`config.mk`:
```
export PLATFORM = sky130hd
export DESIGN_NAME = adc_sample_ctrl
export DESIGN_NICKNAME = d
export VERILOG_FILES = /design/src/rtl/adc_sample_ctrl.sv
export SDC_FILE = /design/constraint.sdc
export NUM_CORES = 1
export LEC_CHECK = 0
export CORE_MARGIN = 5
export CORE_UTILIZATION = 50
export CTS_CLUSTER_DIAMETER = 30
export CTS_CLUSTER_SIZE = 28
export DETAILED_ROUTE_END_ITERATION = 6
export HOLD_SLACK_MARGIN = 0.03
export PLACE_DENSITY = 0.76
export SLEW_MARGIN = 40
export SYNTH_ARGS = -nofsm -noshare
export SYNTH_HDL_FRONTEND = slang
export SYNTH_SLANG_ARGS = --single-unit
```
`constraint.sdc`:
```
create_clock -name clk -period 2.2 [get_ports clk]
set_input_delay 0.33 -clock clk [delete_from_list [all_inputs] [get_ports clk]]
set_output_delay 0.33 -clock clk [all_outputs]
set_load 0.01 [all_outputs]
```
`src/rtl/adc_sample_ctrl.sv`:
```
// Periodic ADC sampling controller: fires an SPI conversion every PERIOD cycles
// and averages 2^AVG_LOG2 results into one 12-bit sample.
// Ports: clk/rst (async active-low), run/clr control, spi_ss/spi_data from the
// SPI receiver, spi_en start pulse, sample/sample_valid result, busy/err/ovr status.
module adc_sample_ctrl #(
  parameter int PERIOD   = 1000,
  parameter int AVG_LOG2 = 4,
  parameter int TIMEOUT  = 16
) (
  input  logic        clk,
  input  logic        rst,
  input  logic        run,
  input  logic        clr,
  input  logic        spi_ss,
  input  logic [15:0] spi_data,
  output logic        spi_en,
  output logic [11:0] sample,
  output logic        sample_valid,
  output logic        busy,
  output logic        err,
  output logic        ovr
);

  localparam int CW = $clog2(PERIOD);
  localparam int TW = (TIMEOUT < 1) ? 1 : $clog2(TIMEOUT + 1);
  localparam int AW = 12 + AVG_LOG2;
  localparam int NW = AVG_LOG2 + 1;

  typedef enum logic [2:0] {
    IDLE, START, WAIT_LOW, WAIT_HIGH, SETTLE, ACC
  } state_t;

  state_t          state, next_state;
  logic [CW-1:0]   period_cnt;
  logic [TW-1:0]   tmo_cnt;
  logic            settle_cnt;
  logic [AW-1:0]   acc;
  logic [NW-1:0]   num;
  logic            tick;
  logic            timeout_evt;
  logic            ovr_evt;
  logic            en_nxt;
  logic [AW-1:0]   acc_sum;
  logic [AW-1:0]   acc_mean;
  logic            unused_hi;

  // The receiver frame register carries status in the upper nibble; only the
  // 12-bit conversion result is used.
  assign unused_hi = ^spi_data[15:12];

  assign tick     = run && (period_cnt == CW'(PERIOD - 1));
  assign acc_sum  = acc + AW'(spi_data[11:0]);
  assign acc_mean = acc_sum >> AVG_LOG2;

  // Period counter: free-runs only while sampling is enabled.
  always_ff @(posedge clk or negedge rst) begin
    if (!rst)                               period_cnt <= '0;
    else if (!run)                          period_cnt <= '0;
    else if (period_cnt == CW'(PERIOD - 1)) period_cnt <= '0;
    else                                    period_cnt <= period_cnt + 1'b1;
  end

  // FSM state register
  always_ff @(posedge clk or negedge rst) begin
    if (!rst) state <= IDLE;
    else      state <= next_state;
  end

  // FSM next-state logic
  always_comb begin
    next_state = state;
    case (state)
      IDLE:      if (tick) next_state = START;
      START:     next_state = WAIT_LOW;
      WAIT_LOW: begin
        if (!spi_ss)                         next_state = WAIT_HIGH;
        else if (tmo_cnt == TW'(TIMEOUT))    next_state = IDLE;
      end
      WAIT_HIGH: if (spi_ss) next_state = SETTLE;
      SETTLE:    if (settle_cnt) next_state = ACC;
      ACC:       next_state = IDLE;
      default:   next_state = IDLE;
    endcase
  end

  // FSM outputs and events
  always_comb begin
    busy        = (state != IDLE);
    en_nxt      = (next_state == START);
    timeout_evt = (state == WAIT_LOW) && spi_ss && (tmo_cnt == TW'(TIMEOUT));
    ovr_evt     = tick && (state != IDLE);
  end

  // Timeout and settle counters. The settle counter gives SETTLE two cycles
  // so the receiver's output register has updated before ACC reads it.
  always_ff @(posedge clk or negedge rst) begin
    if (!rst) begin
      tmo_cnt    <= '0;
      settle_cnt <= 1'b0;
    end else begin
      if (state == START)
        tmo_cnt <= '0;
      else if (state == WAIT_LOW && spi_ss && tmo_cnt != TW'(TIMEOUT))
        tmo_cnt <= tmo_cnt + 1'b1;
      settle_cnt <= (state == SETTLE) ? ~settle_cnt : 1'b0;
    end
  end

  // Accumulator and registered result outputs. With run low the partial
  // average is discarded so a restart always begins from a fresh set.
  always_ff @(posedge clk or negedge rst) begin
    if (!rst) begin
      acc          <= '0;
      num          <= '0;
      sample       <= '0;
      sample_valid <= 1'b0;
      spi_en       <= 1'b0;
    end else begin
      sample_valid <= 1'b0;
      spi_en       <= en_nxt;
      if (!run) begin
        acc <= '0;
        num <= '0;
      end else if (state == ACC) begin
        if (num == NW'((1 << AVG_LOG2) - 1)) begin
          sample       <= acc_mean[11:0];
          sample_valid <= 1'b1;
          acc          <= '0;
          num          <= '0;
        end else begin
          acc <= acc_sum;
          num <= num + 1'b1;
        end
      end
    end
  end

  // Sticky flags: a new event in the same cycle as clr keeps the flag set.
  always_ff @(posedge clk or negedge rst) begin
    if (!rst) begin
      err <= 1'b0;
      ovr <= 1'b0;
    end else begin
      if (timeout_evt) err <= 1'b1;
      else if (clr)    err <= 1'b0;
      if (ovr_evt)     ovr <= 1'b1;
      else if (clr)    ovr <= 1'b0;
    end
  end

endmodule

```
Word level (Yosys, flattened, before mapping) --
Index checks and enable logic that the tools add are counted. Widths: inputs -> output; s select.
Cells by class: $add $sub $neg 4, equal/unequal tests 11, bitwise gates (word level) 1, reduce and logical (&&, ||, !) cells 11, multiplexer cells 23
Operators by type and width (count):
- $mux 16 | 3
- $mux 5 | 5
- $mux 10 | 2
- $add 16x12->16 | 1
- $mux 3 | 5
- $pmux 3 s5 | 1
- $add 10x1->10 const B | 1
- $add 5x1->5 const B | 2
- $eq 10x10->1 const B | 1
- $mux 1 | 7
- $eq 3x1->1 const B | 2
- $eq 3x2->1 const B | 2
- $eq 3x3->1 const B | 2
- $reduce_bool 2->1 | 3
- $eq 5x4->1 const B | 1
- $eq 5x5->1 const B | 1
- $logic_and 1x1->1 | 5
- $ne 5x5->1 const B | 1
- $logic_not 3->1 | 1
- $reduce_and 3->1 | 1
- $reduce_bool 3->1 | 1
- $ne 2x1->1 const B | 1
- $not 1->1 | 1
Storage, ports and cells: register bits after elaboration 56, input port bits 21

Depth between registers and ports, before layout --
Gate-level depths: netlist of run 1.
word-level depth 5, gate-level depth with buffers 10, depth with buffers taken out 10

Worst setup path before layout of run 1 --
OpenSTA, ideal clock, no wires.
kind flip-flop to flip-flop, from reg acc[0], to reg sample[8], slack 0.053 ns, clock period less this slack 2.147 ns, required time 2.104 ns, arrival time 2.051 ns, cell stages (with the launch flop) 11, path buffers 0, path through dfrtp_1 > ha_1 > inv_1 > fa_1 > nand2b_1 > a21oi_1 > o211ai_2 > a21oi_1 > o31a_1 > nor3_1 > o31ai_1
On the way: longest elaborated chain between the ends 1
RTL lines:
- start: declaration | line 37 | logic [AW-1:0] acc;
- start signal: assignment | line 131 | acc <= acc_sum;
- $add 16x12->16 | line 52 | assign acc_sum = acc + AW'(spi_data[11:0]);
- end signal: assignment | line 126 | sample <= acc_mean[11:0];
- end: declaration | line 17 | output logic [11:0] sample,
No other way between the ends. A chain may end at the register's enable or synchronous reset.

Final worst setup path of run 1 --
from reg acc[0], to reg acc[14]
On the way: longest elaborated chain between the ends 4
RTL lines:
- $add 16x12->16 | line 52
- $mux 16 | line 125 | if (num == NW'((1 << AVG_LOG2) - 1)) begin
- $mux 16 | line 124 | end else if (state == ACC) begin
- $mux 16 | line 121 | if (!run) begin
No other way between the ends. The select of a mux whose other input is x is not followed.

==> metrics, run 1 <==
Worst path slowest cell dfrtp_1; total global routing track utilization between 10% and 20%; Layout Nets around 410; post-layout util 66.1%; Final Max Slew Viols 0; register area share after synthesis 47.2%; family with the most delay on the worst path compound AO/OA/AOI/OAI gates; DP Cell Count 432; final worst setup slack 0.0425 ns; initial antenna violation count 0; Clk network pwr share roughly a third; iteration count of the initial detailed-routing pass 4; non-filler cells, final between 400 and 500; total design power between 1.5 and 2 mW; post-route ant nets 0; CTS tree yes; Syn. warnings 0; CP Buf/Inv Count 2; Yosys top cell by area dfrtp_1; number of synthesized flops with an enable pin 0; syn_nets around 340; clk_lat worst skew around 0.32 ns; critical path fanouts, max 3; CTS Buf Count 5; ys async rst share 100%; DR DRC count 0; number of diodes 0; Die Height just under 90 um; Overflow after GRT 0; Avg Cell Area, Syn 9.86 sq um; CP Cell Sequence ha_2 -> inv_2 -> fa_2 -> nand2b_4 -> a21oi_4 -> o211ai_2 -> a21oi_2 -> buf_4 -> o41ai_4 -> a21o_1 -> a21o_1; final WL roughly 6500 um; Place WS -0.640 ns; synth unique cells 42; Vias/cell between 5 and 6; post-synthesis cell count about 300; WP data arrival 2.37 ns; port buffer count 33; Ports 38; P_leak about 1.8 nW; Power Density roughly 460 nW/um^2; most frequent CP cell a21o_1; die area ~7600 sq um; die width between 80 and 90 um; switching part of the total between 20% and 30%; Worst VDD drop ~0.00024 V; # rows 28; vias in the first global route roughly 2,400; clk root buf clkbuf_8; sequential share of power 58.8%; Net Switching ~0.43 mW; Top FF cell, synth dfrtp_1; Max Clock Freq 464 MHz; core area roughly 6000 sq um; largest net degree at the start of global routing 36; initial DRC count 112; Final min period approximately 2.2 ns; Synth area leaders dfrtp_1 (47%), ha_1 (6.7%), nor2_1 (4.4%); clk slew on worst S/H paths ~0.10 ns; H-tree levels 2; clk sinks 56; RD Place Congestion between 0.8 and 0.9; first-pass GRT wire length 11,200 um; Worst EP required around 2.4 ns; Worst Max-Slew Pin Slew 0.552 ns; RSZ-0062 raised after global routing true; Largest stage delay, worst path between 0.3 and 0.4 ns; Critical Path End Type flip-flop; Synth Register Bits 56; run status finished, final reports clean; Layout area overhead 30.3%; post-synth top area share a little under half; Comb pwr share between 9 and 10%; final count of hold timing violations 0; Clock Skew 0.0119 ns; slew margin rel. a little over three fifths; P_int approximately 1.3 mW; share of cells above drive strength 1 between 10% and 20%; Detail Placement HPWL between 4000 and 5000 um; max_cap viols 0; Routed wire per std cell 14.7 um; Setup crit start kind flip-flop; Starting Density 50.7%; Max clock buf depth 2; final setup fails 0; Final period util between 90% and 100%; Vias approximately 2,400; Critical Setup Path Class reg2reg; Worst Hold Class reg2reg; synthesized area roughly 3000 sq um
metal layers:
layer / global-route usage, % / share of wire (%)
met4: 5.52 / 1.2
met2: 31.4 / 50
met3: 3.22 / 4.4
met1: 24.0 / 44
met5: 0 / 0
power groups by stage:
stage                     clock [mW]  combinational, mW  sequential [mW]
after CTS                      0.583              0.156             1.04
after global routing           0.619              0.180             1.05
final                          0.570              0.161             1.04
after detailed placement           0              0.152             1.06
after global placement             0              0.150             1.06
after floorplan                    0             0.0544             1.07
path summary, 6_finish.rpt:
kind                                  from       endpoint  slack, ns  cells past startpoint
min in group asynchronous              rst      sample[2]       0.52                      2
worst max register to register      acc[0]        acc[14]       0.04                     11
worst min-delay path            settle_cnt     settle_cnt       0.43                      1
max in group asynchronous              rst  period_cnt[9]       1.10                      3
worst min register to register  settle_cnt     settle_cnt       0.43                      1
worst max-delay path                acc[0]        acc[14]       0.04                     11
per-stage QoR:
stage / setup TNS, ns / hold WS, ns / cell area, sq um
2_1_floorplan: 0 / 0.0344 / 2970
3_3_place_gp: -6.43 / 0.339 / 3600
3_5_place_dp: -7.58 / 0.346 / 3600
4_1_cts: -0.00749 / 0.437 / 3750
5_1_grt: -0.124 / 0.458 / 3870
6_report: 0 / 0.433 / 3870
flip-flops by register name, indices dropped and copies added (netlist names):
| signal | count |
|---|---|
| acc | 16 |
| sample | 12 |
| period_cnt | 10 |
| num | 5 |
| tmo_cnt | 5 |
| state | 3 |
| err | 1 |
| ovr | 1 |
| sample_valid | 1 |
| settle_cnt | 1 |
| spi_en | 1 |
area by class of cell:
type                       instances  area [sq um]
multi-input combinational        223          1610
fill                             465          1980
clock inverter                     1          8.76
inverter                          13          48.8
sequential                        56          1400
timing repair buffer              71           632
clock buffer                       7          76.3
tap                               75          93.8
Yosys cell counts, drive strengths merged (9+ instances only):
master	number
dfrtp	56
nor2	35
nand2	31
o21ai	20
ha	16
xor2	14
a21oi	13
inv	13
nand3	11
a22o	10
xnor2	9
cell families after synthesis:
logic type,share of synthesized area (%)
compound gates,14.5
flops,47.2
buf+inv,3.08
xor+xnor,6.79
fa+ha+maj,7.42
mux,3.33
simple gates,17.6
cells in the final DEF, fill, tap and decap left out, types with 5 or more instances in the layout:
cell type / netlist / routed
a21oi_1: 13 / 9
a22o_1: 10 / 10
and3_1: 6 / 6
buf_4: 1 / 36
clkbuf_8: 0 / 5
clkdlybuf4s50_1: 0 / 28
dfrtp_1: 56 / 56
ha_1: 16 / 11
inv_1: 13 / 11
nand2_1: 31 / 31
nand3_1: 11 / 11
nand4_1: 6 / 6
nor2_1: 35 / 34
nor3_1: 6 / 5
o21ai_0: 17 / 16
xnor2_1: 9 / 9
xor2_1: 14 / 14
what timing repair did:
action / in CTS / in global routing
hold buffers: 1 / 0
endpoints found under the hold margin: 21 / 0
gates resized for setup: 12 / 15
setup endpoints to repair: 12 / 10
pin swaps: 8 / 19
buffers inserted: 1 / 4
(Power assumes the default switching activity.)
==> inputs of run 2 (changes only) <==
- SKIP_CTS_REPAIR_TIMING: not set -> 1
- SLEW_MARGIN: 40 -> 10
==> metrics, run 2 (synthesis results as in run 1) <==
DR DRC count 0 (unchanged); # rows 28 (unchanged); clk_lat worst skew 0.32 ns (about the same); RR Endpoint sample[8]; Worst path slowest cell dfrtp_1; Final period util 99.8% (+1.7 points); Worst Reg2Reg Path Length in Cells 10 (-1); Final min period 2.20 ns (+0.0382 ns); most common cell after layout, fill and taps aside dfrtp_1; Worst Hold Class in2reg; P_int 1.35 mW (about the same); run status finished, final reports clean; clk sinks 56 (unchanged); Worst VDD drop 0.000244 V (about the same); Ports 38 (unchanged); Max clock buf depth 2 (unchanged); max reg flops 16 (unchanged); Worst EP required 2.44 ns (+0.03 ns); Power Density 464 nW/um^2 (+1.0%); RSZ-0062 raised after global routing true; total global routing track utilization 18.0% (-0.52 points); initial antenna violation count 0 (unchanged); Detail Placement HPWL 4590 um (unchanged); final WL 6460 um (-1.2%); iteration count of the initial detailed-routing pass 4 (unchanged); Top reg by flops acc; max_cap viols 0 (unchanged); Net Switching 0.426 mW (-0.44%); Place WS -0.640 ns (unchanged); most frequent cells in the layout dfrtp_1 (56), nor2_1 (34), buf_4 (33); P_leak 1.80 nW (-1.5%); clk slew on worst S/H paths 0.11 ns (about the same); Crit. Startpoint acc[0]; Starting Density 50.7% (unchanged); WP depth 10 (-1); Overflow after GRT 0 (unchanged); Comb pwr share 9.0% (about the same); Clock Skew 0.0133 ns (+0.00141 ns); port buffer count 33 (unchanged); Setup crit start kind flip-flop; CP Buf/Inv Count 1 (-1); Final Max Slew Viols 0 (unchanged); post-layout util 65.3% (-0.75 points); share of cells above drive strength 1 18.2% (-0.93 points); initial DRC count 129 (+15%); Vias/cell 5.45 (+1.1%); Routed wire per std cell 14.6 um (-0.51%); sequential share of power 58.9% (about the same); slew margin rel. 64.0% (+0.82 points); Layout Nets 405 (-0.74%); critical path fanouts, max 4 (+1); die area 7580 sq um (unchanged); first-pass GRT wire length 10,800 um (-2.9%); post-route ant nets 0 (unchanged); final setup fails 0 (unchanged); CTS tree yes; final count of hold timing violations 0 (unchanged); Critical Path End Type flip-flop; H-tree levels 2 (unchanged); final worst setup slack 0.00431 ns (-0.0382 ns); family with the most delay on the worst path compound AO/OA/AOI/OAI gates; reg-to-reg startpoint acc[0]; CTS Buf Count 5 (unchanged); Worst Max-Slew Pin Slew 0.540 ns (-0.0123 ns); Largest stage delay, worst path 0.37 ns (about the same); CP Cell Sequence ha_2 -> inv_2 -> fa_2 -> nand2b_4 -> a21oi_4 -> o211ai_2 -> a21oi_2 -> o31a_1 -> nor3_2 -> o31ai_1; WP data arrival 2.43 ns (+0.06 ns); number of diodes 0 (unchanged); clk root buf clkbuf_8; Clk network pwr share 32.1% (about the same); switching part of the total 24.0% (-0.078 points); Max Clock Freq 455 MHz (-1.7%); RD Place Congestion 0.852 (unchanged); die width 87.0 um (unchanged); CP Capture Point sample[8]; R2R Setup Slk 0.004 ns (-0.04 ns); vias in the first global route 2,339 (-2.9%); core area 5850 sq um (unchanged); Critical Setup Path Class reg2reg; Vias 2,413 (+0.42%); Layout area overhead 28.8%; largest registers acc: 16 flops, sample: 12 flops, period_cnt: 10 flops; largest net degree at the start of global routing 36 (unchanged); Die Height 87.0 um (unchanged)
-- run 2: cell count changes in the layout (fill, tap and decap cells not counted), sizes merged --
cell	before	now
dlymetal6s2s	3	2
clkdlybuf4s50	28	30
dlygate4sd2	1	0
buf	38	35
-- run 2: cell type report --
type / count / area (sq um)
inverter: 13 / 48.8
multi-input combinational: 223 / 1590
clock buffer: 7 / 76.3
timing repair buffer: 68 / 608
clock inverter: 1 / 8.76
tap: 75 / 93.8
sequential: 56 / 1400
fill: 478 / 2030
-- run 2: power groups by stage --
stage | clock (mW) | combinational (mW) | sequential [mW]
2_1_floorplan | 0 | 0.0544 | 1.07
3_3_place_gp | 0 | 0.150 | 1.06
3_5_place_dp | 0 | 0.152 | 1.06
4_1_cts | 0.583 | 0.153 | 1.04
5_1_grt | 0.619 | 0.179 | 1.05
6_report | 0.569 | 0.160 | 1.04
-- run 2: worst min-delay path: cells and delay by family --
kind | cells | cell delay [ns]
buffers and inverters | 1 | 0.09
adder cells (fa/ha/maj) | 1 | 0.14
AO/OA/AOI/OAI | 1 | 0.12
-- run 2: routing by layer --
| layer | track usage (%) | share of wire, % |
|---|---|---|
| met5 | 0 | 0 |
| met4 | 5.52 | 1.2 |
| met3 | 3.22 | 3.5 |
| met2 | 30.0 | 50 |
| met1 | 23.7 | 45 |
-- run 2: stage by stage --
| step | area (sq um) | std cells | hold slack, ns | setup TNS (ns) | power (mW) |
|---|---|---|---|---|---|
| global route | 3820 | 443 | 0.425 | -0.515 | 1.84 |
| finish | 3820 | 443 | 0.398 | 0 | 1.77 |
| detailed placement | 3600 | 432 | 0.346 | -7.58 | 1.22 |
| floorplan | 2970 | 301 | 0.0344 | 0 | 1.12 |
| CTS | 3680 | 440 | -0.00171 | -2.03 | 1.78 |
| global placement | 3600 | 432 | 0.339 | -6.43 | 1.21 |
-- run 2: worst min path at each step --
stage	start	endpoint	cells after the start
floorplan	rst	acc[0]	0
global placement	rst	sample[1]	1
detailed placement	rst	acc[5]	1
CTS	rst	sample[2]	1
global route	spi_data[0]	acc[0]	3
finish	spi_data[0]	acc[0]	3
